File: config.mk
export PLATFORM = sky130hd
export DESIGN_NAME = adc_bcd_display_ctrl
export DESIGN_NICKNAME = d
export VERILOG_FILES = /design/src/rtl/adc_bcd_pkg.sv /design/src/rtl/adc_bcd_display_ctrl_seg7.sv /design/src/rtl/adc_bcd_display_ctrl.sv
export SDC_FILE = /design/constraint.sdc
export NUM_CORES = 1
export LEC_CHECK = 0
export BUFFER_PORTS_ARGS = -buffer_cell sky130_fd_sc_hd__buf_2
export CAP_MARGIN = 10
export CORE_UTILIZATION = 52
export DETAILED_ROUTE_END_ITERATION = 8
export HOLD_SLACK_MARGIN = 0.1
export PLACE_DENSITY = 0.77
export SLEW_MARGIN = 5
export SYNTH_ARGS = -nofsm -noshare
export SYNTH_HDL_FRONTEND = slang
export SYNTH_SLANG_ARGS = --single-unit
export TNS_END_PERCENT = 50
File: constraint.sdc
create_clock -name clk -period 2.9 [get_ports clk]
set_input_delay 0.725 -clock clk [delete_from_list [all_inputs] [get_ports clk]]
set_output_delay 0.725 -clock clk [all_outputs]
set_load 0.02 [all_outputs]
File: src/rtl/adc_bcd_pkg.sv
// Shared types and constants for the ADC BCD display controller.
// Glyphs are active-low {g,f,e,d,c,b,a}.
package adc_bcd_pkg;

    typedef enum logic [1:0] {
        IDLE,
        SHIFT,
        DONE
    } state_e;

    typedef enum logic [1:0] {
        SEL_UNITS,
        SEL_TENS,
        SEL_HUNDREDS
    } dsel_e;

    localparam int BCD_W   = 4;
    localparam int SHIFT_W = 20;

    localparam logic [6:0] SEG_0     = 7'b1000000;
    localparam logic [6:0] SEG_1     = 7'b1111001;
    localparam logic [6:0] SEG_2     = 7'b0100100;
    localparam logic [6:0] SEG_3     = 7'b0110000;
    localparam logic [6:0] SEG_4     = 7'b0011001;
    localparam logic [6:0] SEG_5     = 7'b0010010;
    localparam logic [6:0] SEG_6     = 7'b0000010;
    localparam logic [6:0] SEG_7     = 7'b1111000;
    localparam logic [6:0] SEG_8     = 7'b0000000;
    localparam logic [6:0] SEG_9     = 7'b0010000;
    localparam logic [6:0] SEG_BLANK = 7'b1111111;

    function automatic logic [BCD_W-1:0] add3(input logic [BCD_W-1:0] nib);
        return (nib >= 4'd5) ? nib + 4'd3 : nib;
    endfunction

endpackage

File: src/rtl/adc_bcd_display_ctrl_seg7.sv
// Combinational BCD to active-low 7-segment decoder.
// Non-decimal codes render as a blank digit.
module bcd_seg7_decode
    import adc_bcd_pkg::*;
(
    input  logic [BCD_W-1:0] bcd_i,
    output logic [6:0]       seg_n_o
);

    always_comb begin
        seg_n_o = SEG_BLANK;
        unique case (bcd_i)
            4'd0:    seg_n_o = SEG_0;
            4'd1:    seg_n_o = SEG_1;
            4'd2:    seg_n_o = SEG_2;
            4'd3:    seg_n_o = SEG_3;
            4'd4:    seg_n_o = SEG_4;
            4'd5:    seg_n_o = SEG_5;
            4'd6:    seg_n_o = SEG_6;
            4'd7:    seg_n_o = SEG_7;
            4'd8:    seg_n_o = SEG_8;
            4'd9:    seg_n_o = SEG_9;
            default: seg_n_o = SEG_BLANK;
        endcase
    end

endmodule

File: src/rtl/adc_bcd_display_ctrl.sv
// Double-dabble BCD conversion of ADC samples with a muxed 3-digit display.
// Define LEADING_ZERO_BLANK_EN to blank leading zero digits.
module adc_bcd_display_ctrl
    import adc_bcd_pkg::*;
#(
    parameter logic [15:0] REFRESH_DIV = 16'd50000,
    parameter int          DATA_W      = 8
) (
    input  logic              clk,
    input  logic              reset,
    input  logic [DATA_W-1:0] sample_data,
    input  logic              sample_valid,
    output logic              sample_ready,
    output logic              conv_done,
    output logic [3:0]        hundreds_data,
    output logic [3:0]        tens_data,
    output logic [3:0]        units_data,
    output logic [6:0]        seg_n,
    output logic [2:0]        an_n
);

    state_e               state_q, state_d;
    logic [SHIFT_W-1:0]   shift_q, shift_d;
    logic [SHIFT_W-1:0]   adj;
    logic [2:0]           iter_q, iter_d;
    logic [BCD_W-1:0]     hund_q, hund_d;
    logic [BCD_W-1:0]     tens_q, tens_d;
    logic [BCD_W-1:0]     units_q, units_d;
    logic                 conv_done_q, conv_done_d;
    logic [15:0]          cnt_q, cnt_d;
    dsel_e                sel_q, sel_d;
    logic [2:0]           an_q, an_d;
    logic [6:0]           seg_q, seg_d;
    logic [BCD_W-1:0]     digit_sel;
    logic [6:0]           seg_dec;

    always_comb begin
        state_d     = state_q;
        shift_d     = shift_q;
        iter_d      = iter_q;
        hund_d      = hund_q;
        tens_d      = tens_q;
        units_d     = units_q;
        conv_done_d = 1'b0;
        adj         = {add3(shift_q[19:16]), add3(shift_q[15:12]),
                       add3(shift_q[11:8]), shift_q[7:0]};
        unique case (state_q)
            IDLE: begin
                if (sample_valid) begin
                    shift_d = {{(SHIFT_W-DATA_W){1'b0}}, sample_data};
                    iter_d  = 3'd0;
                    state_d = SHIFT;
                end
            end
            SHIFT: begin
                shift_d = {adj[SHIFT_W-2:0], 1'b0};
                iter_d  = iter_q + 3'd1;
                if (iter_q == 3'd7) state_d = DONE;
            end
            DONE: begin
                hund_d      = shift_q[19:16];
                tens_d      = shift_q[15:12];
                units_d     = shift_q[11:8];
                conv_done_d = 1'b1;
                state_d     = IDLE;
            end
            default: state_d = IDLE;
        endcase
    end

    // Display drive uses next-state digits so a DONE update shows immediately.
    always_comb begin
        cnt_d = cnt_q + 16'd1;
        sel_d = sel_q;
        if (cnt_q == REFRESH_DIV - 16'd1) begin
            cnt_d = 16'd0;
            unique case (sel_q)
                SEL_UNITS:    sel_d = SEL_TENS;
                SEL_TENS:     sel_d = SEL_HUNDREDS;
                default:      sel_d = SEL_UNITS;
            endcase
        end
        digit_sel = units_d;
        an_d      = 3'b110;
        unique case (sel_d)
            SEL_TENS: begin
                digit_sel = tens_d;
                an_d      = 3'b101;
`ifdef LEADING_ZERO_BLANK_EN
                if (hund_d == 4'd0 && tens_d == 4'd0) an_d = 3'b111;
`endif
            end
            SEL_HUNDREDS: begin
                digit_sel = hund_d;
                an_d      = 3'b011;
`ifdef LEADING_ZERO_BLANK_EN
                if (hund_d == 4'd0) an_d = 3'b111;
`endif
            end
            default: begin
                digit_sel = units_d;
                an_d      = 3'b110;
            end
        endcase
        seg_d = seg_dec;
    end

    bcd_seg7_decode u_dec (
        .bcd_i   (digit_sel),
        .seg_n_o (seg_dec)
    );

    always_ff @(posedge clk) begin
        if (reset) begin
            state_q     <= IDLE;
            shift_q     <= '0;
            iter_q      <= 3'd0;
            hund_q      <= '0;
            tens_q      <= '0;
            units_q     <= '0;
            conv_done_q <= 1'b0;
            cnt_q       <= 16'd0;
            sel_q       <= SEL_UNITS;
            an_q        <= 3'b110;
            seg_q       <= SEG_0;
        end else begin
            state_q     <= state_d;
            shift_q     <= shift_d;
            iter_q      <= iter_d;
            hund_q      <= hund_d;
            tens_q      <= tens_d;
            units_q     <= units_d;
            conv_done_q <= conv_done_d;
            cnt_q       <= cnt_d;
            sel_q       <= sel_d;
            an_q        <= an_d;
            seg_q       <= seg_d;
        end
    end

    assign sample_ready  = (state_q == IDLE);
    assign conv_done     = conv_done_q;
    assign hundreds_data = hund_q;
    assign tens_data     = tens_q;
    assign units_data    = units_q;
    assign seg_n         = seg_q;
    assign an_n          = an_q;

endmodule
==> results.yml <==
logic_synthesis:
  ys_ff_latch: 66
  synth_area_per_cell_um2: 8.91
  synthArstFlopShare_pct: 0
  synthCells: 339
  synth_cell_type_count: 43
  syn_area_um2: 3020
  synth_flop_cell: "dfxtp_1"
  ys_seq_area_share_pct: 43.7
  ys_top_cells_by_area: "dfxtp_1 44%, nor2_1 8.1%, ha_1 7.5%"
  syn_nets: 368
  synth_edf_count: 0
  yosysWarnings: 0
  synth.most_common_cell: "dfxtp_1"
  yosys.area.top_type: "dfxtp_1"
  synth_top_area_share_pct: 43.7
  ys_top_cells_by_count: "66 x dfxtp_1, 65 x nor2_1, 27 x nand2_1, 18 x ha_1, 16 x mux2i_1"
floorplan:
  coreArea_um2: 5540
  die-area_um2: 6120
  die_height_um: 78.2
  placement_rows: 27
  start_util_pct: 54.5
  fp.dieW_um: 78.2
  io_pins: 35
global_route:
  grt_util_all_layers_pct: 20.2
  grt_pass1_wl_mm: 9.52
  grt_pass1_vias: 2123
  grt_remaining_overflow: 0
  grt_max_degree: 50
  antenna_found_initial: 0
setup_path:
  reg2reg_depth: 12
  worstPathRequired_ns: 3.16
  crit_type: "reg -> reg"
  arrival_ns: 3.18
  critPathMaxFanout: 5
  worstReg2RegStart: "cnt_q[0]"
  r2r-end: "seg_n[4]"
  rrSetupSlack_ns: -0.02
  cp-start-kind: "register"
  worstSetupEndpointType: "register"
timing:
  drv_slew: 0
  timing.fmax_ghz: 0.342
  finalCriticalPeriod_ns: 2.92
  period_share_pct: 101
  tightest_slew_ns: 0.592
  max_slew_margin_pct: 60.6
  hold_violations: 0
  hold_slack_ns: 0.462
  skew_ns: 0.00735
  fin_ws_ns: -0.0216
  finalSetupViolations: 1
power_and_ir_drop:
  p_leak_nw: 1.59
  p_int_mw: 1.46
  switching_power_mw: 0.410
  p_clk_share_pct: 45.6
  vdd_drop_max_mv: 0.388
  combPwrFrac_pct: 4.2
  power_density_nw_per_um2: 519
  seqPwrFrac_pct: 50.1
  p_sw_share_pct: 22.0
final_layout:
  nFillCells: 482
  postLayoutCoreUtil_pct: 64.9
  seq_area_um2: 1330
  antennaDiodeCount: 0
  final_nets: 410
  area_delta_synth_final_pct: 19.1
  multi_input_area_um2: 1640
  drive_above_1_share_pct: 24.4
cts:
  clkLatencyLatePin_ns: 0.34
  cts_tree: "yes"
  clk_pin_slew_ns: 0.07
  clockBufferDepth: 2
  cts.sinks: 66
  cts_buffers: 9
  clockRootBuffer: "clkbuf_8"
  h-tree-depth: 3
drt:
  drc: 0
  drt_iter0_markers: 82
  viasPerCell: 5.33
  drt_first_pass_iters: 4
  wl_mm: 6.21
  vias: 2442
  ant_nets: 0
  wl_per_cell_um: 13.6
min_path:
  hold_class: "reg -> reg"
  min_to: "cnt_q[0]"
  worstHoldPathCells: 1
  worst_hold_startpoint: "cnt_q[0]"
placement:
  place_congestion: 0.795
  dpl.hpwl_mm: 3.96
  portBuffers: 34
outcome:
  status: "complete, but fails checks"
  failed_checks: "setup timing"
run:
  max-cap-violations: 0
## area by class of cell
class,count,area share [%]
clock inverters,5,2.16
inverters,16,1.67
repair buffers,46,7.34
multi-input cells,242,45.5
well taps,72,2.51
flip-flops and latches,66,36.8
clock buffers,11,3.93
## power by group through the flow
| stage | sequential, mW | combinational [mW] | clock, mW |
|---|---|---|---|
| 3_5_place_dp | 0.954 | 0.0776 | 0 |
| 3_3_place_gp | 0.954 | 0.0765 | 0 |
| 2_1_floorplan | 0.952 | 0.0588 | 0 |
| 6_report | 0.936 | 0.0787 | 0.852 |
| 4_1_cts | 0.934 | 0.0779 | 0.869 |
| 5_1_grt | 0.937 | 0.0880 | 0.916 |
## layout by cell type, fill, tap and decap left out, types with 4 or more instances in the layout
master	instances
clkbuf_8	10
nand2_1	25
dfxtp_1	63
xor2_1	10
and3_1	4
nor2_1	63
inv_1	13
ha_1	14
buf_2	34
mux2i_1	15
o21ai_0	9
a22oi_1	9
a21oi_1	15
buf_4	11
nor3_1	9
xnor2_1	9
nand2b_1	8
nand3_1	7
a311oi_1	7
## worst max path at each step
stage                     startpoint  endpoint  depth (start not counted)
after floorplan             cnt_q[0]  seg_n[4]                         13
after global placement      cnt_q[7]  seg_n[4]                         12
after detailed placement    cnt_q[7]  seg_n[4]                         12
after CTS                   cnt_q[0]  seg_n[4]                         13
after global routing        cnt_q[0]  seg_n[4]                         12
final                       cnt_q[0]  seg_n[4]                         12
## sequential cells by signal, summed over array words and instances (netlist names)
register	cells
shift_q	20
units_data	4
hundreds_data	4
conv_done	1
iter_q	3
cnt_q	16
tens_data	4
state_q	2
an_n	3
seg_n	7
sel_q	2
## routing by layer
layer / track usage (%) / part of all wire [%] / vias up / routed length (um)
li1: - / - / 1229 / -
met4: 8.70 / 1.9 / 0 / 120
met5: 0 / 0 / - / 0
met1: 24.2 / 44 / 1148 / 2740
met3: 7.09 / 4.8 / 14 / 300
met2: 32.5 / 49 / 51 / 3050
## cells by family after synthesis
group,synth area share (%)
buffers and inverters,4.64
adder cells (fa/ha/maj),7.46
multiplexers,6.54
AND/OR/NAND/NOR,21.3
flip-flops,43.7
AO/OA/AOI/OAI,10.8
XOR/XNOR,5.51
## metrics by stage
stage	power [mW]	cell area, um^2	setup TNS (ns)	worst slack, ns	cells
floorplan	1.01	3020	0	0.000807	339
global placement	1.03	3260	0	0.134	438
detailed placement	1.03	3260	0	0.0354	438
CTS	1.88	3490	0	0.0178	455
global route	1.94	3600	-1.09	-0.200	458
finish	1.87	3600	-0.0216	-0.0216	458
## worst max-delay path, stage by stage, from the launching register on
cell,delay [ns]
dfxtp_2,0.37
ha_4,0.15
and3_1,0.18
nand4_1,0.23
mux2i_1,0.33
inv_1,0.15
ha_4,0.30
buf_4,0.13
a221oi_2,0.04
a21o_2,0.25
ha_4,0.17
mux2_4,0.27
a221oi_2,0.25
## timing repair
| action | 4_1_cts | 5_1_grt |
|---|---|---|
| resized for setup | 0 | 21 |
| cloned | 0 | 0 |
| endpoints found under the setup margin | 1 | 7 |
| pin swaps | 0 | 5 |
| hold buffers | 0 | 0 |
| setup buffers | 1 | 3 |
Note: power is estimated with default switching activity, not from simulation.
